--- config.mk ---
export PLATFORM = sky130hd
export DESIGN_NAME = intr_ctrl
export DESIGN_NICKNAME = d
export VERILOG_FILES = /design/src/rtl/intr_pkg.sv /design/src/rtl/irq_sync.sv /design/src/rtl/intr_ctrl.sv
export SDC_FILE = /design/constraint.sdc
export NUM_CORES = 1
export LEC_CHECK = 0
export BUFFER_PORTS_ARGS = -buffer_cell sky130_fd_sc_hd__buf_2
export CAP_MARGIN = 0
export CORE_MARGIN = 10
export CORE_UTILIZATION = 40
export CTS_CLUSTER_DIAMETER = 120
export DETAILED_ROUTE_END_ITERATION = 10
export PLACE_DENSITY = 0.88
export SETUP_SLACK_MARGIN = 0.15
export SYNTH_ARGS = -nofsm -noshare
export SYNTH_HDL_FRONTEND = slang
export SYNTH_SLANG_ARGS = --single-unit
export TNS_END_PERCENT = 10
--- constraint.sdc ---
create_clock -name CLK -period 1.86 [get_ports CLK]
set_clock_uncertainty 0.2 [all_clocks]
set_input_delay 0.093 -clock CLK [delete_from_list [all_inputs] [get_ports CLK]]
set_output_delay 0.093 -clock CLK [all_outputs]
set_load 0.05 [all_outputs]
--- src/rtl/intr_pkg.sv ---
// Shared types and constants for the interrupt controller.
package intr_pkg;

  // Upper bound on external sources and the width of the cause index.
  localparam int unsigned MaxIrq = 8;
  localparam int unsigned CauseW = 3;

  // Controller sequencing states.
  typedef enum logic [1:0] {
    StIdle,
    StTake,
    StIsr,
    StRet
  } intr_state_e;

  // Index of the lowest set bit; 0 when no bit is set.
  function automatic logic [CauseW-1:0] lowest_idx(input logic [MaxIrq-1:0] vec);
    logic [CauseW-1:0] idx;
    idx = '0;
    for (int i = MaxIrq - 1; i >= 0; i--) begin
      if (vec[i]) idx = CauseW'(i);
    end
    return idx;
  endfunction

endpackage

--- src/rtl/irq_sync.sv ---
// Per-source synchronizer chain followed by rising-edge detection.
module irq_sync #(
  parameter int unsigned Stages = 2
) (
  input  logic CLK,
  input  logic RST,
  input  logic irq_i,
  input  logic arm_i,
  output logic rise_o
);

  logic [Stages-1:0] sync_q;
  logic              prev_q;

  // Shift the asynchronous level in; keep one cycle of history for the edge detect.
  always_ff @(posedge CLK) begin
    if (RST) begin
      sync_q <= '0;
      prev_q <= 1'b0;
    end else begin
      sync_q <= {sync_q[Stages-2:0], irq_i};
      prev_q <= sync_q[Stages-1];
    end
  end

  // Edges are only reported once both the chain and the history hold post-reset samples,
  // so a level held high through reset does not look like a new edge.
  always_comb begin
    rise_o = arm_i & sync_q[Stages-1] & ~prev_q;
  end

endmodule

--- src/rtl/intr_ctrl.sv ---
// Machine-level interrupt controller: pending/mask registers, fixed priority, and the
// entry/return sequencer that redirects the core PC.
// Optional build macro INTR_AUTOCLR_EN: clear the winning pending bit in the entry cycle.
module intr_ctrl #(
  parameter int unsigned NUM_IRQ     = 4,
  parameter int unsigned SYNC_STAGES = 2
) (
  input  logic                CLK,
  input  logic                RST,
  input  logic [NUM_IRQ-1:0]  IRQ_IN,
  input  logic                CSR_MSTATUS_MIE,
  input  logic [31:0]         CSR_MTVEC,
  input  logic [31:0]         CSR_MEPC,
  input  logic                INSTR_DONE,
  input  logic                MRET_DECODED,
  input  logic [31:0]         PC_NEXT,
  input  logic                MASK_WE,
  input  logic [NUM_IRQ-1:0]  MASK_WD,
  input  logic                CLR_WE,
  input  logic [NUM_IRQ-1:0]  CLR_WD,
  output logic                INT_TAKEN,
  output logic                MRET_EXEC,
  output logic [31:0]         INT_PC,
  output logic                PC_REDIRECT,
  output logic [31:0]         PC_TARGET,
  output logic [NUM_IRQ-1:0]  IRQ_PENDING,
  output logic [2:0]          IRQ_CAUSE
);

  import intr_pkg::*;

  // Post-reset warm-up: edge detect is held off until sync chain and history are refilled.
  localparam int unsigned ArmW   = $clog2(SYNC_STAGES + 2);
  localparam int unsigned ArmMax = SYNC_STAGES + 1;

  intr_state_e       state_q, state_d;
  logic [NUM_IRQ-1:0] pending_q, pending_d;
  logic [NUM_IRQ-1:0] mask_q, mask_d;
  logic [31:0]        int_pc_q, int_pc_d;
  logic [CauseW-1:0]  cause_q, cause_d;
  logic [ArmW-1:0]    arm_cnt_q, arm_cnt_d;
  logic               armed;
  logic [NUM_IRQ-1:0] rise;
  logic [NUM_IRQ-1:0] eligible;
  logic [MaxIrq-1:0]  eligible_ext;
  logic [NUM_IRQ-1:0] clr_mask;
  logic               take_ev;

  for (genvar g = 0; g < NUM_IRQ; g++) begin : g_sync
    irq_sync #(
      .Stages(SYNC_STAGES)
    ) u_irq_sync (
      .CLK   (CLK),
      .RST   (RST),
      .irq_i (IRQ_IN[g]),
      .arm_i (armed),
      .rise_o(rise[g])
    );
  end

  // Warm-up counter saturates once edge detection is trustworthy.
  always_comb begin
    armed     = (arm_cnt_q == ArmW'(ArmMax));
    arm_cnt_d = armed ? arm_cnt_q : arm_cnt_q + 1'b1;
  end

  // Eligibility and pending/mask next state; a new edge beats a same-cycle clear.
  always_comb begin
    eligible                   = pending_q & mask_q;
    eligible_ext               = '0;
    eligible_ext[NUM_IRQ-1:0]  = eligible;
    clr_mask                   = CLR_WE ? CLR_WD : '0;
`ifdef INTR_AUTOCLR_EN
    if (state_q == StTake) begin
      for (int i = 0; i < NUM_IRQ; i++) begin
        if (cause_q == CauseW'(i)) clr_mask[i] = 1'b1;
      end
    end
`endif
    pending_d = (pending_q & ~clr_mask) | rise;
    mask_d    = MASK_WE ? MASK_WD : mask_q;
  end

  // Sequencer next state; mret wins over an interrupt at the same boundary.
  always_comb begin
    state_d = state_q;
    take_ev = 1'b0;
    case (state_q)
      StIdle: begin
        if (INSTR_DONE && MRET_DECODED) begin
          state_d = StRet;
        end else if (INSTR_DONE && CSR_MSTATUS_MIE && (|eligible)) begin
          state_d = StTake;
          take_ev = 1'b1;
        end
      end
      StTake:  state_d = StIsr;
      StIsr:   if (INSTR_DONE && MRET_DECODED) state_d = StRet;
      StRet:   state_d = StIdle;
      default: state_d = StIdle;
    endcase
    int_pc_d = take_ev ? PC_NEXT : int_pc_q;
    cause_d  = take_ev ? lowest_idx(eligible_ext) : cause_q;
  end

  // Redirect/strobe outputs decoded from the current state.
  always_comb begin
    INT_TAKEN   = 1'b0;
    MRET_EXEC   = 1'b0;
    PC_REDIRECT = 1'b0;
    PC_TARGET   = '0;
    case (state_q)
      StTake: begin
        INT_TAKEN   = 1'b1;
        PC_REDIRECT = 1'b1;
        PC_TARGET   = CSR_MTVEC;
      end
      StRet: begin
        MRET_EXEC   = 1'b1;
        PC_REDIRECT = 1'b1;
        PC_TARGET   = CSR_MEPC;
      end
      default: ;
    endcase
  end

  // State registers; reset aborts any sequence in flight.
  always_ff @(posedge CLK) begin
    if (RST) begin
      state_q   <= StIdle;
      pending_q <= '0;
      mask_q    <= '0;
      int_pc_q  <= '0;
      cause_q   <= '0;
      arm_cnt_q <= '0;
    end else begin
      state_q   <= state_d;
      pending_q <= pending_d;
      mask_q    <= mask_d;
      int_pc_q  <= int_pc_d;
      cause_q   <= cause_d;
      arm_cnt_q <= arm_cnt_d;
    end
  end

  assign INT_PC      = int_pc_q;
  assign IRQ_PENDING = pending_q;
  assign IRQ_CAUSE   = cause_q;

endmodule
After elaboration in Yosys (flattened, before gate mapping)
Cells that the tools add are included.
- $add $sub $neg: 1
- multiply operators: 0
- divide/modulo/power cells: 0
- order comparisons: 0
- eq/ne operators: 6
- shift operators: 0
- mux-type cells: 16
- bitwise logic cells: 16
- reductions and logical operators: 7
- operators by type and width (kind ; number):
    case mux 32 bit (2 select lines) ; 1
    2-to-1 mux 3 bit ; 3
    bitwise AND 1 bit ; 8
    bitwise AND 4 bit ; 2
    2-to-1 mux 2 bit ; 4
    case mux 2 bit (4 select lines) ; 1
    equality test 2 bit (second input constant) ; 3
    2-to-1 mux 1 bit ; 6
    2-to-1 mux 4 bit ; 1
    NOT 1 bit ; 4
    NOT 4 bit ; 1
    bitwise OR 4 bit ; 1
    OR reduction 4 bit ; 1
    logical AND 1 bit ; 3
    != test 3 bit (second input constant) ; 1
    adder 2 x 1 -> 2 bit (second input constant) ; 1
    equality test 2 x 1 -> 1 bit (second input constant) ; 1
    logical NOT 2 bit ; 1
    != test 2 bit (second input constant) ; 1
    AND reduction 2 bit ; 1
    OR reduction 2 bit ; 1
- flip-flop bits (word level): 59
- bits in latches: 0
- memory bits (writable): 0
- bits in read-only memories: 0
- input bits: 115
- output and inout bits: 74
- word-level logic and storage cells: 60
- memories kept: 0

Depth between registers and ports, before layout
Gate-level depths: netlist (run 1).
- depth after elaboration: 6
- depth in mapped cells: 7
- depth with buffers taken out: 6

Hierarchy
From an unflattened synthesis (run 1), not the netlist that was laid out.
- cells, all modules: 249
- area, all modules: 2529.9 um^2
- modules (own cells, without submodules) (module ; instances ; cells an instance ; area each (um^2)):
    intr_ctrl ; 1 ; 221 ; 2179.6
    irq_sync ; 4 ; 7 ; 87.6

Least setup slack after synthesis (run 1)
Ideal clock, no wire load.
- kind: register -> output
- from: reg state_q[1]
- to: out PC_TARGET[0]
- data arrival time: 1.863 ns
- data required time: 1.567 ns
- slack: -0.296 ns
- cell stages (with the launch flop): 6
- path through: dfxtp_1 > inv_1 > ha_1 > clkbuf_1 > clkbuf_1 > a22o_1
- longest elaborated chain between the ends: 2
- elaborated cells between the ends (all ways): 3
- ends and longest elaborated chain (item ; RTL line ; text):
    start: declaration ; intr_ctrl.sv:36 ; intr_state_e state_q, state_d;
    start signal: assignment ; intr_ctrl.sv:130 ; state_q <= StIdle;
    start signal: assignment ; intr_ctrl.sv:137 ; state_q <= state_d;
    equality test 2 bit or equality test 2 x 1 -> 1 bit (tied branches) ; intr_ctrl.sv:112 ; case (state_q)
    case mux 32 bit (2 select lines) * ; intr_ctrl.sv:112 ;
    end: declaration ; intr_ctrl.sv:25 ; output logic [31:0] PC_TARGET,
Mark *: on every way between the ends. The rest lies on a longest branch, timed or not.

Worst setup path in the final report (run 1)
- from: reg state_q[0]
- to: out PC_TARGET[10]
Same word-level chain as after synthesis.

==> results of run 1 <==
==> repair_timing <==
item,in CTS,in global routing
buffers inserted,2,1
resized for setup,64,22
hold buffers,55,0
hold endpoints to repair,50,0
setup endpoints to repair,67,68
cloned,0,3
pin swaps,1,6
==> layout make-up <==
class                           count  area, um^2
Antenna cell                        2       5.005
Sequential cell                    58        1169
Multi-Input combinational cell    204        1519
Tap cell                           75       93.84
Clock buffer                       12       155.1
Inverter                            2       10.01
Timing Repair Buffer              258        1949
Clock inverter                      4       97.59
Fill cell                         329       992.2
==> logic make-up (layout without fill, tap and decap cells) <==
family | count (synthesis) | in the layout | share of synthesized area, %
and+or+nand+nor | 107 | 107 | 17.81
AOI/OAI and AO/OA | 83 | 83 | 24.94
DFF | 58 | 58 | 46.28
buffers and inverters | 25 | 276 | 5.087
adders and majority gates | 6 | 6 | 2.992
muxes | 6 | 6 | 2.394
other | 1 | 3 | 0.1495
xor gates and xnor gates | 1 | 1 | 0.3492
==> worst min-delay path by stage <==
stage | to | slack [ps] | from
global route | state_q[1]$_SDFFE_PP0P_ | 20 | MRET_DECODED
global placement | g_sync[0].u_irq_sync.sync_q[0]$_SDFF_PP0_ | 110 | IRQ_IN[0]
finish | state_q[1]$_SDFFE_PP0P_ | 20 | MRET_DECODED
CTS | state_q[1]$_SDFFE_PP0P_ | 6 | MRET_DECODED
floorplan | g_sync[0].u_irq_sync.sync_q[0]$_SDFF_PP0_ | 20 | IRQ_IN[0]
detailed placement | g_sync[1].u_irq_sync.sync_q[0]$_SDFF_PP0_ | 120 | IRQ_IN[1]
==> flip-flops by register name, indices dropped and copies added, names as in the netlist <==
signal / flops
INT_PC: 32
g_sync.u_irq_sync.sync_q: 8
IRQ_PENDING: 4
g_sync.u_irq_sync.prev_q: 4
mask_q: 4
IRQ_CAUSE: 2
arm_cnt_q: 2
state_q: 2
==> stage by stage <==
step	total power (uW)	hold WS [ps]	utilization [%]	worst slack, ps
floorplan	2871	21.18	-	132.3
global placement	3294	109.5	63.83	110.3
detailed placement	3337	116.5	63.83	-0.8131
CTS	5169	6.230	80.91	5.172
global route	5506	23.67	83.44	-54.88
finish	5328	24.46	83.44	-0.7938
==> worst max-delay path: cells and delay by family, from the launching register on <==
family	cells	cell delay, ps
AOI/OAI and AO/OA	1	250
DFF	1	340
buffers and inverters	3	450
adders and majority gates	1	200
==> cells in the final DEF (no fill, tap or decap), types with 6 or more instances in the layout <==
cell type,instances
a21oi_1,30
a21oi_2,9
a22o_4,31
buf_2,153
buf_4,6
buf_6,30
buf_8,8
clkbuf_8,11
dfxtp_1,54
dlygate4sd3_1,55
mux2i_1,6
nand2_1,75
nor2_1,16
nor2b_1,12
==> power breakdown <==
group          switching [uW]  internal, uW  total, uW
Sequential               36.5          1290       1330
Clock                     486           964       1450
Combinational            1430          1120       2550
==> routing by layer <==
metal / track usage (%) / vias up / wire length [um]
li1: - / 1474 / -
met1: 20.95 / 1461 / 4402
met2: 44.19 / 171 / 6770
met3: 8.581 / 33 / 1150
met4: 8.490 / 0 / 549
met5: 0 / - / 0
==> results.yml, run 1 <==
drt:
  drc: 0
  dr_total_vias: 3139
  avgRoutedWirePerCell_um: 20.93
  detail_route.first_pass.iterations: 4
  wl_um: 12870
  final_antenna_net_count: 0
  via_per_inst: 5.104
  detail_route.iter0.violations: 87
logic_synthesis:
  cell_count_after_synthesis: 287
  synth_edf_count: 0
  avgSynthCellArea_um2: 8.741
  post_synthesis_cell_area_mm2: 0.002509
  synth.ff_latch_count: 58
  synth_top_cell_area_share_pct: 46.28
  post_synth_cell_types: 30
  synth_sequential_area_ratio_pct: 46.28
  postSynth.topFlopCell: "dfxtp_1"
  synth_commonest_cells: "nand2_1, dfxtp_1, a22o_1, a21oi_1, nor2_1"
  async_reset_ff_share_pct: 0
  synthesis.nets: 408
  post_synth_main_area_contributors: "dfxtp_1, a22o_1, nand2_1"
  most_repeated_cell_in_the_gate_level_netlist_after_synthesis: "nand2_1"
  synth.largest_area_cell: "dfxtp_1"
  ys_warn_count: 0
setup_path:
  worst-path-max-fanout: 6
  criticalPathCategory: "reg -> out"
  cp_data_required_time_ps: 1570
  crit_path_top_cell_by_count: "buf_6"
  setup.reg_to_reg.worst_slack_ps: 80
  cp-endpoint: "PC_TARGET[10]"
  launch_point_of_the_worst_reg_to_reg_path: "state_q[0]$_SDFFE_PP0P_"
  r2r_end: "INT_PC[4]$_SDFFE_PP0P_"
  cp-start-kind: "flip-flop"
  timing.critical_path.to_type: "primary output"
  cpPeakStageDelay_ps: 340
  crit_chain: "buf_6, ha_4, clkbuf_16, a22o_1, buf_6"
  data_arrival_time_of_the_worst_path_ps: 1570
  critical_path.slowest_cell: "dfxtp_2"
  worstSetupStartpoint: "state_q[0]$_SDFFE_PP0P_"
  r2r.worst_path.cells: 7
sta:
  final_max_slew_viol_count: 0
  setup_ws_ps: -0.7938
  setup_viol: 1
  share_of_the_cycle_needed_by_the_critical_path_after_routing_pct: 100.0
  final_hold_viol_count: 0
  grt_setup_unrepaired: "yes"
  totalNegativeSetupSlack_ps: -0.7938
  period_needed_ps: 1861
  max_freq_ghz: 0.5374
power_and_ir_drop:
  power.density_cell_area_mw_per_mm2: 1066
  p_leak_uw: 0.002380
  peakVddDrop_mv: 1.045
die:
  floorplan.rows: 28
  die_height_um: 99.20
  core_mm2: 0.005991
  chipWidth_um: 99.20
  start_util_pct: 41.88
  die_area_mm2: 0.009840
  ioPinCount: 189
cts:
  library_cell_used_as_clock_root_buffer: "clkbuf_8"
  tritoncts.num_buffers: 9
  clkSlewWorstSetupHoldPaths_ps: 70
  cts_htree_levels: 3
  clock_sinks: 58
  clk_path_buf_depth: 2
  clkLatencyLatePin_ps: 330
  tritoncts_clock_tree: "done"
layout:
  post-route-cell-area_mm2: 0.004999
  nNetsFinal: 654
  post_layout_nonfiller_instances: 615
  layout-area-overhead-vs-synth_pct: 99.25
  post_route_cells_drive_above_1_share_pct: 50.56
placement:
  routabilityCongestion: 0.7656
  dpl.cell_count: 536
  dpl-instance-area_mm2: 0.003824
  place.port_buffers: 187
  dp_hpwl_um: 8007
grt:
  initial_antenna_violation_count: 2
  grt_max_degree: 33
  grt_pass1_wl_um: 18100
  first_global_vias: 3189
  gr_util_all_layers_pct: 22.83
  globalRoute.totalOverflow: 0
outcome:
  failing_checks: "negative setup slack"
  status: "complete, but fails checks"
min_path:
  holdPathStages: 4
  min_path_type: "in -> reg"
run:
  drv.max_cap_violation_count: 0
Power figures use the tool's default switching activity.
==> inputs of run 2 (changes only) <==
--- a/config.mk
+++ b/config.mk
@@ -12,6 +12,7 @@
 export CTS_CLUSTER_DIAMETER = 120
 export DETAILED_ROUTE_END_ITERATION = 10
 export PLACE_DENSITY = 0.88
+export REMOVE_ABC_BUFFERS = 1
 export SETUP_SLACK_MARGIN = 0.15
 export SYNTH_ARGS = -nofsm -noshare
 export SYNTH_HDL_FRONTEND = slang
==> run 2 against run 1 <==
Effect of this change:
- clock power is 20% lower
- wire length fell by 6.5%
- non-clock buffer count down 4
- the run now ends clean
- largest power group unchanged
==> results.yml, run 2 (synthesis results as in run 1) <==
outcome:
  status: "finished clean"
sta:
  setup_ws_ps: 34.91
  totalNegativeSetupSlack_ps: 0
  share_of_the_cycle_needed_by_the_critical_path_after_routing_pct: 98.12
  setup_viol: 0
  period_needed_ps: 1825
  max_freq_ghz: 0.5479
  grt_setup_unrepaired: "yes"
  final_hold_viol_count: 0
  final_max_slew_viol_count: 0
cts:
  clock_sinks: 58
  clkLatencyLatePin_ps: 330
  tritoncts.num_buffers: 9
  clkSlewWorstSetupHoldPaths_ps: 70
  clk_path_buf_depth: 2
  library_cell_used_as_clock_root_buffer: "clkbuf_8"
  tritoncts_clock_tree: "done"
  cts_htree_levels: 3
layout:
  layout.core_utilization_pct: 79.43
  layout-area-overhead-vs-synth_pct: 89.68
  post_layout_nonfiller_instances: 611
  post_route_cells_drive_above_1_share_pct: 46.07
  final_common_cell: "buf_2"
  most-common-layout-cells: "buf_2, nand2_1, dfxtp_1, dlygate4sd3_1, a22o_1"
  nNetsFinal: 650
  largest_reg_flops: 32
setup_path:
  worst-path-max-fanout: 17
  cp.buffers_inverters: 3
  cpPeakStageDelay_ps: 340
  data_arrival_time_of_the_worst_path_ps: 1530
  cp_data_required_time_ps: 1570
  cpLargestDelayFamily: "buffers and inverters"
  crit_chain: "buf_6, ha_4, buf_16, a22o_4, buf_12"
  setup.reg_to_reg.worst_slack_ps: 130
  critical_path.slowest_cell: "dfxtp_2"
  criticalPathCategory: "reg -> out"
  cp-start-kind: "flip-flop"
  timing.critical_path.to_type: "primary output"
drt:
  detail_route.first_pass.iterations: 4
  drc: 0
  final_antenna_net_count: 0
  via_per_inst: 5.155
  dr_total_vias: 3150
  wl_um: 12030
  detail_route.iter0.violations: 184
  avgRoutedWirePerCell_um: 19.69
power_and_ir_drop:
  p_leak_uw: 0.002213
  peakVddDrop_mv: 0.8796
  power.density_cell_area_mw_per_mm2: 1013
  power_uw: 4821
die:
  core_mm2: 0.005991
  chipWidth_um: 99.20
  die_area_mm2: 0.009840
  ioPinCount: 189
  start_util_pct: 41.88
  die_height_um: 99.20
  floorplan.rows: 28
grt:
  grt_max_degree: 37
  globalRoute.totalOverflow: 0
  grt_pass1_wl_um: 17780
  gr_util_all_layers_pct: 22.32
  first_global_vias: 3222
  initial_antenna_violation_count: 2
placement:
  dpl.cell_count: 533
  place_ws_ps: 48.18
  dp_hpwl_um: 7469
  routabilityCongestion: 0.8672
  place.port_buffers: 187
run:
  drv.max_cap_violation_count: 0
min_path:
  min_path_type: "in -> reg"
-- run 2: changes by cell type in the layout (fill, tap and decap cells not counted), moves of 3 or more --
cell,delta
a21oi_2,+3
buf_12,+6
a22o_1,+26
buf_6,-6
a22o_4,-26
a21oi_1,-3
buf_8,-7
-- run 2: metrics by stage --
step / cell area, um^2 / hold slack, ps
2_1_floorplan: 2389 / -44.56
3_3_place_gp: 3593 / 100.8
3_5_place_dp: 3593 / 107.6
4_1_cts: 4591 / 1.971
5_1_grt: 4758 / 26.16
6_report: 4758 / 20.22
-- run 2: where the power goes --
| group | switching, uW | leakage, uW | internal (uW) |
|---|---|---|---|
| Sequential | 28.1 | 0.000472 | 1290 |
| Clock | 508 | 0.0000945 | 654 |
| Combinational | 1350 | 0.00165 | 996 |
-- run 2: layer usage --
layer,up-vias,wire length [um],part of all wire (%),GRT usage (%)
met3,32,1048,8.7,6.713
li1,1466,-,-,-
met2,189,6522,54,42.48
met5,-,0,0,0
met4,0,390,3.2,10.58
met1,1463,4068,34,21.21
-- run 2: path summary, 6_finish.rpt --
check | startpoint | to | depth (start not counted)
worst max-delay path | state_q[0]$_SDFFE_PP0P_ | PC_TARGET[11] | 5
worst min-delay path | INSTR_DONE | state_q[0]$_SDFFE_PP0P_ | 3
worst max register to register | state_q[0]$_SDFFE_PP0P_ | IRQ_CAUSE[0]$_SDFFE_PP0P_ | 6
worst min register to register | g_sync[0].u_irq_sync.sync_q[0]$_SDFF_PP0_ | g_sync[0].u_irq_sync.sync_q[1]$_SDFF_PP0_ | 1
-- run 2: layout make-up --
type / count / area (um^2)
Clock buffer: 10 / 137.6
Sequential cell: 58 / 1164
Multi-Input combinational cell: 204 / 1313
Tap cell: 75 / 93.84
Inverter: 2 / 7.507
Antenna cell: 2 / 5.005
Fill cell: 379 / 1232
Timing Repair Buffer: 254 / 1972
Clock inverter: 6 / 66.31
-- run 2: repair_timing --
| action | in CTS | in global routing |
|---|---|---|
| endpoints found under the hold margin | 51 | 0 |
| pin swaps | 3 | 1 |
| resized for setup | 60 | 16 |
| cloned | 2 | 3 |
| hold buffers | 54 | 0 |
| setup endpoints to repair | 68 | 68 |
| buffers inserted | 0 | 1 |
-- run 2: worst register-to-register path: stages (launching register included) --
cell	delay, ps
dfxtp_2	340
inv_2	90
ha_4	150
and4b_2	310
o21ai_4	140
a211o_1	290
a21oi_1	150
==> inputs of run 3 (changes only) <==
--- a/config.mk
+++ b/config.mk
@@ -12,6 +12,7 @@
 export CTS_CLUSTER_DIAMETER = 120
 export DETAILED_ROUTE_END_ITERATION = 10
 export PLACE_DENSITY = 0.88
+export RECOVER_POWER = 50
 export REMOVE_ABC_BUFFERS = 1
 export SETUP_SLACK_MARGIN = 0.15
 export SYNTH_ARGS = -nofsm -noshare
==> run 3 against run 2 <==
Effect of this change:
- non-clock buffer count unchanged
- die area unchanged
- cell area is 1.3% lower
- sequential power hardly changed
- largest cell class unchanged
==> results.yml, run 3 (synthesis results as in run 1) <==
setup_path:
  crit_chain: "buf_6, ha_4, buf_16, a22o_4, buf_12"
  worst-path-max-fanout: 17
  criticalPathCategory: "reg -> out"
  setup.reg_to_reg.worst_slack_ps: 130
  cpPeakStageDelay_ps: 340
  cp-start-kind: "flip-flop"
  data_arrival_time_of_the_worst_path_ps: 1530
  critical_path.slowest_cell: "dfxtp_2"
  timing.critical_path.to_type: "primary output"
  cp_data_required_time_ps: 1570
die:
  ioPinCount: 189
  die_area_mm2: 0.009840
  chipWidth_um: 99.20
  start_util_pct: 41.88
  core_mm2: 0.005991
  floorplan.rows: 28
  die_height_um: 99.20
sta:
  setup_ws_ps: 33.81
  setup_viol: 0
  period_needed_ps: 1826
  final_max_slew_viol_count: 0
  share_of_the_cycle_needed_by_the_critical_path_after_routing_pct: 98.18
  finalHoldWorstSlack_ps: 17.37
  max_freq_ghz: 0.5476
  timing_worst_slew_pin_value_ps: 646.4
  grt_setup_unrepaired: "yes"
  final_hold_viol_count: 0
  worst_slew_margin_rel_pct: 57.09
power_and_ir_drop:
  switching_power_uw: 1882
  pwr-share-seq_pct: 27.3
  pwr-share-clk_pct: 24.2
  power_uw: 4815
  power.density_cell_area_mw_per_mm2: 1025
  pwr-share-comb_pct: 48.5
  power.share.switching_pct: 39.09
  cell_internal_pwr_uw: 2932
  peakVddDrop_mv: 0.8770
  p_leak_uw: 0.002037
grt:
  grt_max_degree: 37
  globalRoute.totalOverflow: 0
  grt_pass1_wl_um: 17780
  gr_util_all_layers_pct: 22.32
  initial_antenna_violation_count: 2
  first_global_vias: 3222
placement:
  routabilityCongestion: 0.8672
  dpl-instance-area_mm2: 0.003593
  place_ws_ps: 48.18
  place.port_buffers: 187
  dp_hpwl_um: 7469
  dpl.cell_count: 533
layout:
  final-seq-area_mm2: 0.001164
  nNetsFinal: 650
  most-common-layout-cells: "buf_2, nand2_1, dfxtp_1, dlygate4sd3_1, clkbuf_1"
  multi_input_area_mm2: 0.001313
  layout-area-overhead-vs-synth_pct: 87.23
  fillerInstances: 403
  post_layout_nonfiller_instances: 611
  final_common_cell: "buf_2"
  post_route_cells_drive_above_1_share_pct: 38.76
  post-route-cell-area_mm2: 0.004697
  largest_reg_flops: 32
drt:
  detail_route.first_pass.iterations: 5
  avgRoutedWirePerCell_um: 19.63
  wl_um: 12000
  final_antenna_net_count: 0
  via_per_inst: 5.144
  drc: 0
  detail_route.iter0.violations: 173
  dr_total_vias: 3143
cts:
  tritoncts_clock_tree: "done"
  tritoncts.num_buffers: 9
  clkLatencyLatePin_ps: 330
  cts_htree_levels: 3
  clock_sinks: 58
  library_cell_used_as_clock_root_buffer: "clkbuf_8"
  clk_path_buf_depth: 2
  clkSlewWorstSetupHoldPaths_ps: 70
run:
  drv.max_cap_violation_count: 0
min_path:
  min_path_type: "in -> reg"
outcome:
  status: "finished clean"
## run 3: cell types whose count changed in the layout (fill, tap and decap cells not counted)
cell,change
clkbuf_1,+39
clkbuf_4,+1
buf_12,-1
buf_2,-40
clkbuf_2,+1
## run 3: worst max-delay path, delay by kind of cell, from the launching register on
family                   cells  cell delay, ps
buffers and inverters        3             430
flip-flops                   1             340
AO/OA/AOI/OAI                1             260
adder cells (fa/ha/maj)      1             180
## run 3: worst paths after layout
path                                                   from                                        end  depth (start not counted)
hold / removal                                   INSTR_DONE                    state_q[0]$_SDFFE_PP0P_                          3
setup / recovery                    state_q[0]$_SDFFE_PP0P_                              PC_TARGET[11]                          5
setup reg to reg                    state_q[0]$_SDFFE_PP0P_                  IRQ_CAUSE[0]$_SDFFE_PP0P_                          6
hold reg to reg   g_sync[0].u_irq_sync.sync_q[0]$_SDFF_PP0_  g_sync[0].u_irq_sync.sync_q[1]$_SDFF_PP0_                          1
## run 3: final cells by class
type | instances | share of cell area, %
repair buffers | 254 | 40.68
inverters | 2 | 0.1598
well taps | 75 | 1.998
multi-input cells | 204 | 27.94
clock inverters | 6 | 1.412
diodes | 2 | 0.1066
clock buffers | 10 | 2.930
flip-flops and latches | 58 | 24.77
## run 3: power groups by stage
stage	sequential (uW)	clock (uW)	combinational (uW)
after global routing	1320	1240	2430
after detailed placement	1330	0	1800
final	1310	1160	2340
after CTS	1310	1190	2250
after floorplan	1340	0	1170
after global placement	1330	0	1770
## run 3: stage by stage
| stage | util, % | setup TNS (ps) |
|---|---|---|
| 2_1_floorplan | - | -13130 |
| 3_3_place_gp | 59.98 | 0 |
| 3_5_place_dp | 59.98 | 0 |
| 4_1_cts | 76.63 | 0 |
| 5_1_grt | 78.40 | 0 |
| 6_report | 78.40 | 0 |
## run 3: timing repair
item | in CTS | in global routing
pin swaps | 3 | 1
gates cloned | 2 | 3
setup buffers | 0 | 1
hold buffers | 54 | 0
setup endpoints to repair | 68 | 68
gates resized for setup | 60 | 16
endpoints found under the hold margin | 51 | 0
## run 3: per-layer routing
layer  share of wire [%]  global-route usage, %  vias to the layer above
li1                    -                      -                     1464
met1                  34                  21.21                     1468
met2                  54                  42.48                      179
met3                 8.7                  6.713                       32
met4                 3.3                  10.58                        0
met5                   0                      0                        -
